<file path="src/rtl/spi_peripheral_regfile.sv">
`default_nettype none
// ============================================================================
//  Module   : spi_peripheral_regfile
//  Brief    : Mode-0 SPI responder. A command byte (bit7 = write, bits 6:0 =
//             address) is followed by an unlimited burst of data bytes that
//             write and/or read back a local register file with
//             auto-increment. Emits a one-clk write strobe per register
//             update and a one-clk frame error pulse on a mid-byte deselect.
//  Revision : 1.0 - initial release
// ============================================================================
module spi_peripheral_regfile #(
  parameter int REG_WIDTH  = 8,
  parameter int NUM_REGS   = 16,
  parameter int ADDR_WIDTH = 7
) (
  input  logic                          clk,
  input  logic                          rstn,
  input  logic                          spi_clk,
  input  logic                          spi_cs_n,
  input  logic                          serial_in,
  output logic                          serial_out,
  output logic [NUM_REGS*REG_WIDTH-1:0] reg_file_flat,
  output logic                          wr_strobe,
  output logic [ADDR_WIDTH-1:0]         wr_addr,
  output logic                          frame_error
);

  localparam int                  C_CNT_W       = $clog2(REG_WIDTH);
  localparam logic [C_CNT_W-1:0]  C_LAST_BIT    = C_CNT_W'(REG_WIDTH - 1);
  localparam logic [ADDR_WIDTH:0] C_NUM_REGS_X  = (ADDR_WIDTH + 1)'(NUM_REGS);
  localparam logic [ADDR_WIDTH-1:0] C_LAST_ADDR = ADDR_WIDTH'(NUM_REGS - 1);

  typedef enum logic [1:0] {
    ST_IDLE = 2'd0,
    ST_CMD  = 2'd1,
    ST_DATA = 2'd2
  } state_t;

  // Synchronizers. spi_clk and spi_cs_n carry a third stage for edge
  // detection; serial_in carries a third stage too so that the sampled data
  // bit has exactly the same age as the spi_clk level that produced the edge.
  logic [2:0] sclk_sync_q, sclk_sync_d;
  logic [2:0] cs_sync_q,   cs_sync_d;
  logic [2:0] mosi_sync_q, mosi_sync_d;

  // Registered edge pulses (one clk wide, three clk after the pin edge).
  logic sclk_rise_q, sclk_rise_d;
  logic sclk_fall_q, sclk_fall_d;
  logic cs_rise_q,   cs_rise_d;
  logic cs_fall_q,   cs_fall_d;

  // Protocol state.
  state_t                 state_q,    state_d;
  logic [C_CNT_W-1:0]     bit_cnt_q,  bit_cnt_d;
  logic [REG_WIDTH-1:0]   rx_q,       rx_d;
  logic [REG_WIDTH-1:0]   tx_q,       tx_d;
  logic                   is_write_q, is_write_d;
  logic [ADDR_WIDTH-1:0]  addr_q,     addr_d;
  logic                   serial_out_q,  serial_out_d;
  logic                   wr_strobe_q,   wr_strobe_d;
  logic [ADDR_WIDTH-1:0]  wr_addr_q,     wr_addr_d;
  logic                   frame_error_q, frame_error_d;

  logic [REG_WIDTH-1:0] regs_q [NUM_REGS];
  logic [REG_WIDTH-1:0] regs_d [NUM_REGS];

  logic [REG_WIDTH-1:0] rx_next;
  logic [REG_WIDTH-1:0] rd_data;
  logic                 addr_in_range;

  // Synchronizer shifts and edge detection from the two oldest stages.
  always_comb begin
    sclk_sync_d = {sclk_sync_q[1:0], spi_clk};
    cs_sync_d   = {cs_sync_q[1:0],   spi_cs_n};
    mosi_sync_d = {mosi_sync_q[1:0], serial_in};
    sclk_rise_d =  sclk_sync_q[1] & ~sclk_sync_q[2];
    sclk_fall_d = ~sclk_sync_q[1] &  sclk_sync_q[2];
    cs_rise_d   =  cs_sync_q[1]   & ~cs_sync_q[2];
    cs_fall_d   = ~cs_sync_q[1]   &  cs_sync_q[2];
  end

  // Read mux for the addressed register; out-of-range addresses read zero.
  always_comb begin
    addr_in_range = ({1'b0, addr_q} < C_NUM_REGS_X);
    rd_data       = '0;
    for (int i = 0; i < NUM_REGS; i++) begin
      if (addr_q == ADDR_WIDTH'(i)) begin
        rd_data = regs_q[i];
      end
    end
    rx_next = {rx_q[REG_WIDTH-2:0], mosi_sync_q[2]};
  end

  // Next-state logic for the command/data protocol and the register file.
  always_comb begin
    state_d       = state_q;
    bit_cnt_d     = bit_cnt_q;
    rx_d          = rx_q;
    tx_d          = tx_q;
    is_write_d    = is_write_q;
    addr_d        = addr_q;
    serial_out_d  = serial_out_q;
    wr_strobe_d   = 1'b0;
    wr_addr_d     = wr_addr_q;
    frame_error_d = 1'b0;
    regs_d        = regs_q;

    unique case (state_q)
      ST_IDLE: begin
        bit_cnt_d    = '0;
        serial_out_d = 1'b0;
        if (cs_fall_q) begin
          state_d = ST_CMD;
          rx_d    = '0;
          tx_d    = '0;
        end
      end

      ST_CMD: begin
        if (sclk_rise_q) begin
          rx_d      = rx_next;
          bit_cnt_d = bit_cnt_q + C_CNT_W'(1);
          if (bit_cnt_q == C_LAST_BIT) begin
            is_write_d = rx_next[REG_WIDTH-1];
            addr_d     = rx_next[ADDR_WIDTH-1:0];
            state_d    = ST_DATA;
          end
        end
        // The TX register keeps moving in CMD but MISO is held low.
        if (sclk_fall_q) begin
          tx_d = (bit_cnt_q == '0) ? rd_data : (tx_q << 1);
        end
      end

      ST_DATA: begin
        if (sclk_rise_q) begin
          rx_d      = rx_next;
          bit_cnt_d = bit_cnt_q + C_CNT_W'(1);
          if (bit_cnt_q == C_LAST_BIT) begin
            if (is_write_q && addr_in_range) begin
              for (int i = 0; i < NUM_REGS; i++) begin
                if (addr_q == ADDR_WIDTH'(i)) begin
                  regs_d[i] = rx_next;
                end
              end
              wr_strobe_d = 1'b1;
              wr_addr_d   = addr_q;
            end
            // Wrap inside the implemented range; beyond it, natural mod-128.
            addr_d = (addr_q == C_LAST_ADDR) ? '0 : (addr_q + ADDR_WIDTH'(1));
          end
        end
        // A byte boundary reloads from the (already advanced) address, so the
        // byte sent during a write is always the pre-write value.
        if (sclk_fall_q) begin
          tx_d         = (bit_cnt_q == '0) ? (addr_in_range ? rd_data : '0)
                                           : (tx_q << 1);
          serial_out_d = tx_d[REG_WIDTH-1];
        end
      end

      default: begin
        state_d = ST_IDLE;
      end
    endcase

    // Deselect wins over everything, but only after a coincident 8th edge has
    // been accounted for, so a completed byte is never flagged as an error.
    if (cs_rise_q) begin
      frame_error_d = (state_q != ST_IDLE) && (bit_cnt_d != '0);
      state_d       = ST_IDLE;
      bit_cnt_d     = '0;
      serial_out_d  = 1'b0;
    end
  end

  // State registers with asynchronous active-low clear.
  always_ff @(posedge clk or negedge rstn) begin
    if (!rstn) begin
      sclk_sync_q   <= '0;
      cs_sync_q     <= '0;
      mosi_sync_q   <= '0;
      sclk_rise_q   <= 1'b0;
      sclk_fall_q   <= 1'b0;
      cs_rise_q     <= 1'b0;
      cs_fall_q     <= 1'b0;
      state_q       <= ST_IDLE;
      bit_cnt_q     <= '0;
      rx_q          <= '0;
      tx_q          <= '0;
      is_write_q    <= 1'b0;
      addr_q        <= '0;
      serial_out_q  <= 1'b0;
      wr_strobe_q   <= 1'b0;
      wr_addr_q     <= '0;
      frame_error_q <= 1'b0;
      for (int i = 0; i < NUM_REGS; i++) begin
        regs_q[i] <= '0;
      end
    end else begin
      sclk_sync_q   <= sclk_sync_d;
      cs_sync_q     <= cs_sync_d;
      mosi_sync_q   <= mosi_sync_d;
      sclk_rise_q   <= sclk_rise_d;
      sclk_fall_q   <= sclk_fall_d;
      cs_rise_q     <= cs_rise_d;
      cs_fall_q     <= cs_fall_d;
      state_q       <= state_d;
      bit_cnt_q     <= bit_cnt_d;
      rx_q          <= rx_d;
      tx_q          <= tx_d;
      is_write_q    <= is_write_d;
      addr_q        <= addr_d;
      serial_out_q  <= serial_out_d;
      wr_strobe_q   <= wr_strobe_d;
      wr_addr_q     <= wr_addr_d;
      frame_error_q <= frame_error_d;
      for (int i = 0; i < NUM_REGS; i++) begin
        regs_q[i] <= regs_d[i];
      end
    end
  end

  generate
    for (genvar g = 0; g < NUM_REGS; g++) begin : g_flat
      assign reg_file_flat[g*REG_WIDTH +: REG_WIDTH] = regs_q[g];
    end
  endgenerate

  assign serial_out  = serial_out_q;
  assign wr_strobe   = wr_strobe_q;
  assign wr_addr     = wr_addr_q;
  assign frame_error = frame_error_q;

endmodule
`default_nettype wire

</file>
<file path="config.mk">
export PLATFORM = sky130hd
export DESIGN_NAME = spi_peripheral_regfile
export DESIGN_NICKNAME = d
export VERILOG_FILES = /design/src/rtl/spi_peripheral_regfile.sv
export SDC_FILE = /design/constraint.sdc
export NUM_CORES = 1
export LEC_CHECK = 0
export BUFFER_PORTS_ARGS = -buffer_cell sky130_fd_sc_hd__clkbuf_2
export CAP_MARGIN = 20
export CORE_MARGIN = 2
export CORE_UTILIZATION = 52
export DETAILED_ROUTE_END_ITERATION = 7
export PLACE_DENSITY = 0.86
export RECOVER_POWER = 50
export SYNTH_ARGS = -nofsm -noshare
export SYNTH_HDL_FRONTEND = slang
export SYNTH_SLANG_ARGS = --single-unit
</file>
<file path="constraint.sdc">
create_clock -name clk -period 4.4 [get_ports clk]
set_input_delay 0.66 -clock clk [delete_from_list [all_inputs] [get_ports clk]]
set_output_delay 0.66 -clock clk [all_outputs]
set_load 0.05 [all_outputs]
</file>
==> out/qor.csv <==
metric,value,unit
yosysSeqAreaShare,52.51,%
dp_hpwl,17.63,mm
die_x,131.7,microns
grt_busiest_layer,met2,
root_buffer,clkbuf_16,
post-synth-top-area-fraction,52.51,%
slew_violations,106,
initial_core_util,53.21,%
n_antenna_cell,0,
drv_cap,1,
setup_tns,0,ps
grt_usage,29.85,%
via_count,7614,
fp-row-count,46,
avgSynthCellArea,9.922,sq um
synth_enable_flop_cells,0,
post-synth-top-area-cell,dfrtp_1,
gp_congestion,0.9894,
htreeDepth,4,
ios,143,
drcViolationCount,0,
syn_to_final_growth,15.15,%
numCtsBuffers,17,
tritoncts,yes,
drt_iter0_markers,1075,
grt_pass1_vias,7188,
die_area,17350,sq um
slew_headroom,-75.49,%
crit_slowest_cell,ha_1,
status,"finished, violations left",
fillCellCount,1317,
violations,"capacitance limit, slew limit",
p_leak,4.508,nW
grt_max_degree,107,
synth_cell_type_count,62,
clk_latency,440,ps
grt_pass1_wl,40.54,mm
powerDensity,353.4,nW/um^2
hold_viol,0,
synth_commonest_cells,"dfrtp_1 (178), nand2_1 (124), o21ai_0 (107)",
netlist_instances,855,
grt_setup_unrepaired,false,
cp_cell_sequence,inv_1 > ha_1 > inv_1 > nor4_2 > nand4_1 > buf_4 > clkinv_1 > nand3_1 > nand2_1 > o21ai_0,
peakVddDrop,327.6,uV
grt_use_met2,44.21,%
ys.flop_type,dfrtp_1,
fp.dieH,131.7,microns
setup_viol,0,
postSynthNetCount,872,
worstMarginPinSlew,2632,ps
cp.arrival,3590,ps
dpl_cell_area,9308,sq um
synth.most_common_cell,dfrtp_1,
setup.worst_path.start_class,flop,
period_share,75.03,%
cts_hold_buffers,0,
wire_per_inst,21.52,microns
critPathMaxFanout,20,
cts_resized,0,
worst_hold_path_type,input port to flop,
crit_buf_inv,4,
end_kind,flop,
grt_use_met1,40.99,%
synth-warning-count,0,
fin_hold_ws,331.9,ps
ant_nets,0,
cts_sinks,178,
ys_async_sr_fraction,100.0,%
critPathMaxStageDelay,600,ps
cpMostUsedCell,inv_1,
cpLargestDelayFamily,simple AND/OR/NAND/NOR gates,
antenna_found_initial,0,
final.min_clock_period,3301,ps
cts_setup_buffers,0,
grt_overflow,0,
synth_area,8483,sq um
ys_ff_latch,178,
design_area,9768,sq um
fmax,0.3029,GHz
nets,985,
critical_path_class,flop to flop,
design.core.area,15940,sq um
io_buffers,142,
synth_area_leaders,"dfrtp_1 (53%), mux2_2 (8.8%), o21ai_0 (6.3%)",
cts_max_path_buffers,2,
grtUsageMet3,6.752,%
firstDrtPassIters,6,
vias_per_cell,6.372,
p_total,3.452,mW
drive_gt1_share,20.94,%
critPathRequiredTime,4690,ps
skew,17.82,ps
wl,25.72,mm
cts.clk_slew.worst_paths,60,ps
==> cell type report <==
| type | instances | area (sq um) | area share (%) |
|---|---|---|---|
| Multi-Input combinational cell | 592 | 3697 | 37.85 |
| Sequential cell | 178 | 4454 | 45.60 |
| Clock inverter | 9 | 87.58 | 0.8966 |
| Inverter | 31 | 116.4 | 1.191 |
| Timing Repair Buffer | 148 | 701.9 | 7.186 |
| Clock buffer | 21 | 440.4 | 4.509 |
| Tap cell | 216 | 270.3 | 2.767 |
==> power breakdown <==
| group | internal, mW | total [mW] | switching, mW | leakage (nW) |
|---|---|---|---|---|
| clock network | 0.770 | 1.40 | 0.632 | 0.233 |
| logic | 0.0861 | 0.307 | 0.221 | 1.82 |
| registers | 1.67 | 1.74 | 0.0763 | 2.46 |
| total | 2.52 | 3.45 | 0.930 | 4.51 |
==> metal layers <==
layer	vias to the layer above	wire, microns
li1	3285	-
met1	3643	10060
met2	568	11560
met3	118	2808
met4	0	1291
met5	-	0
==> through the flow <==
stage,utilization [%],setup WS [ps],instances
floorplan,-,1978,855
global placement,58.38,1351,1165
detailed placement,58.38,1212,1165
CTS,61.69,1158,1195
global route,61.27,760.1,1195
finish,61.27,1099,1195
==> flip-flops by register name, summed over array words and instances (netlist names), 2 cells and up <==
register and count:
sclk_sync_q 3, state_q 2, tx_q 7, addr_q 7, wr_addr 7, rx_q 7
reg_file_flat 128, mosi_sync_q 3, bit_cnt_q 3, cs_sync_q 3
==> final timing paths <==
path                                          start                            end  slack, ps  cells past startpoint
setup / recovery             state_q[0]$_DFFE_PN0P_  reg_file_flat[34]$_DFFE_PN0P_       1100                     10
hold / removal                            serial_in       mosi_sync_q[0]$_DFF_PN0_        330                      1
setup reg to reg             state_q[0]$_DFFE_PN0P_  reg_file_flat[34]$_DFFE_PN0P_       1100                     10
hold reg to reg            mosi_sync_q[1]$_DFF_PN0_       mosi_sync_q[2]$_DFF_PN0_        350                      0
max in group asynchronous                      rstn  reg_file_flat[79]$_DFFE_PN0P_       1810                      1
min in group asynchronous                      rstn         wr_addr[6]$_DFFE_PN0P_       1040                      1
==> cell families after synthesis <==
| group | share of synthesized area, % |
|---|---|
| multiplexers | 8.997 |
| flip-flops | 52.51 |
| adder cells (fa/ha/maj) | 1.770 |
| AND/OR/NAND/NOR | 15.86 |
| buffers and inverters | 3.968 |
| AO/OA/AOI/OAI | 16.90 |
==> cell usage in the layout (no fill, tap or decap), types with 6 or more instances in the layout <==
cell type / n
dfrtp_1: 178
nand2_1: 124
o21ai_0: 107
clkbuf_2: 89
mux2_2: 66
clkbuf_1: 57
nor2_1: 38
nand3_1: 37
inv_1: 29
a21oi_1: 29
clkbuf_16: 17
o22ai_1: 15
nor2b_1: 14
ha_1: 12
nor3_1: 11
and3_1: 11
o211ai_1: 11
a22oi_1: 9
nor2_2: 8
a211oi_1: 8
a2bb2oi_1: 7
clkinvlp_4: 7
and2_1: 6
a221oi_1: 6
Note: power is estimated with default switching activity, not from simulation.
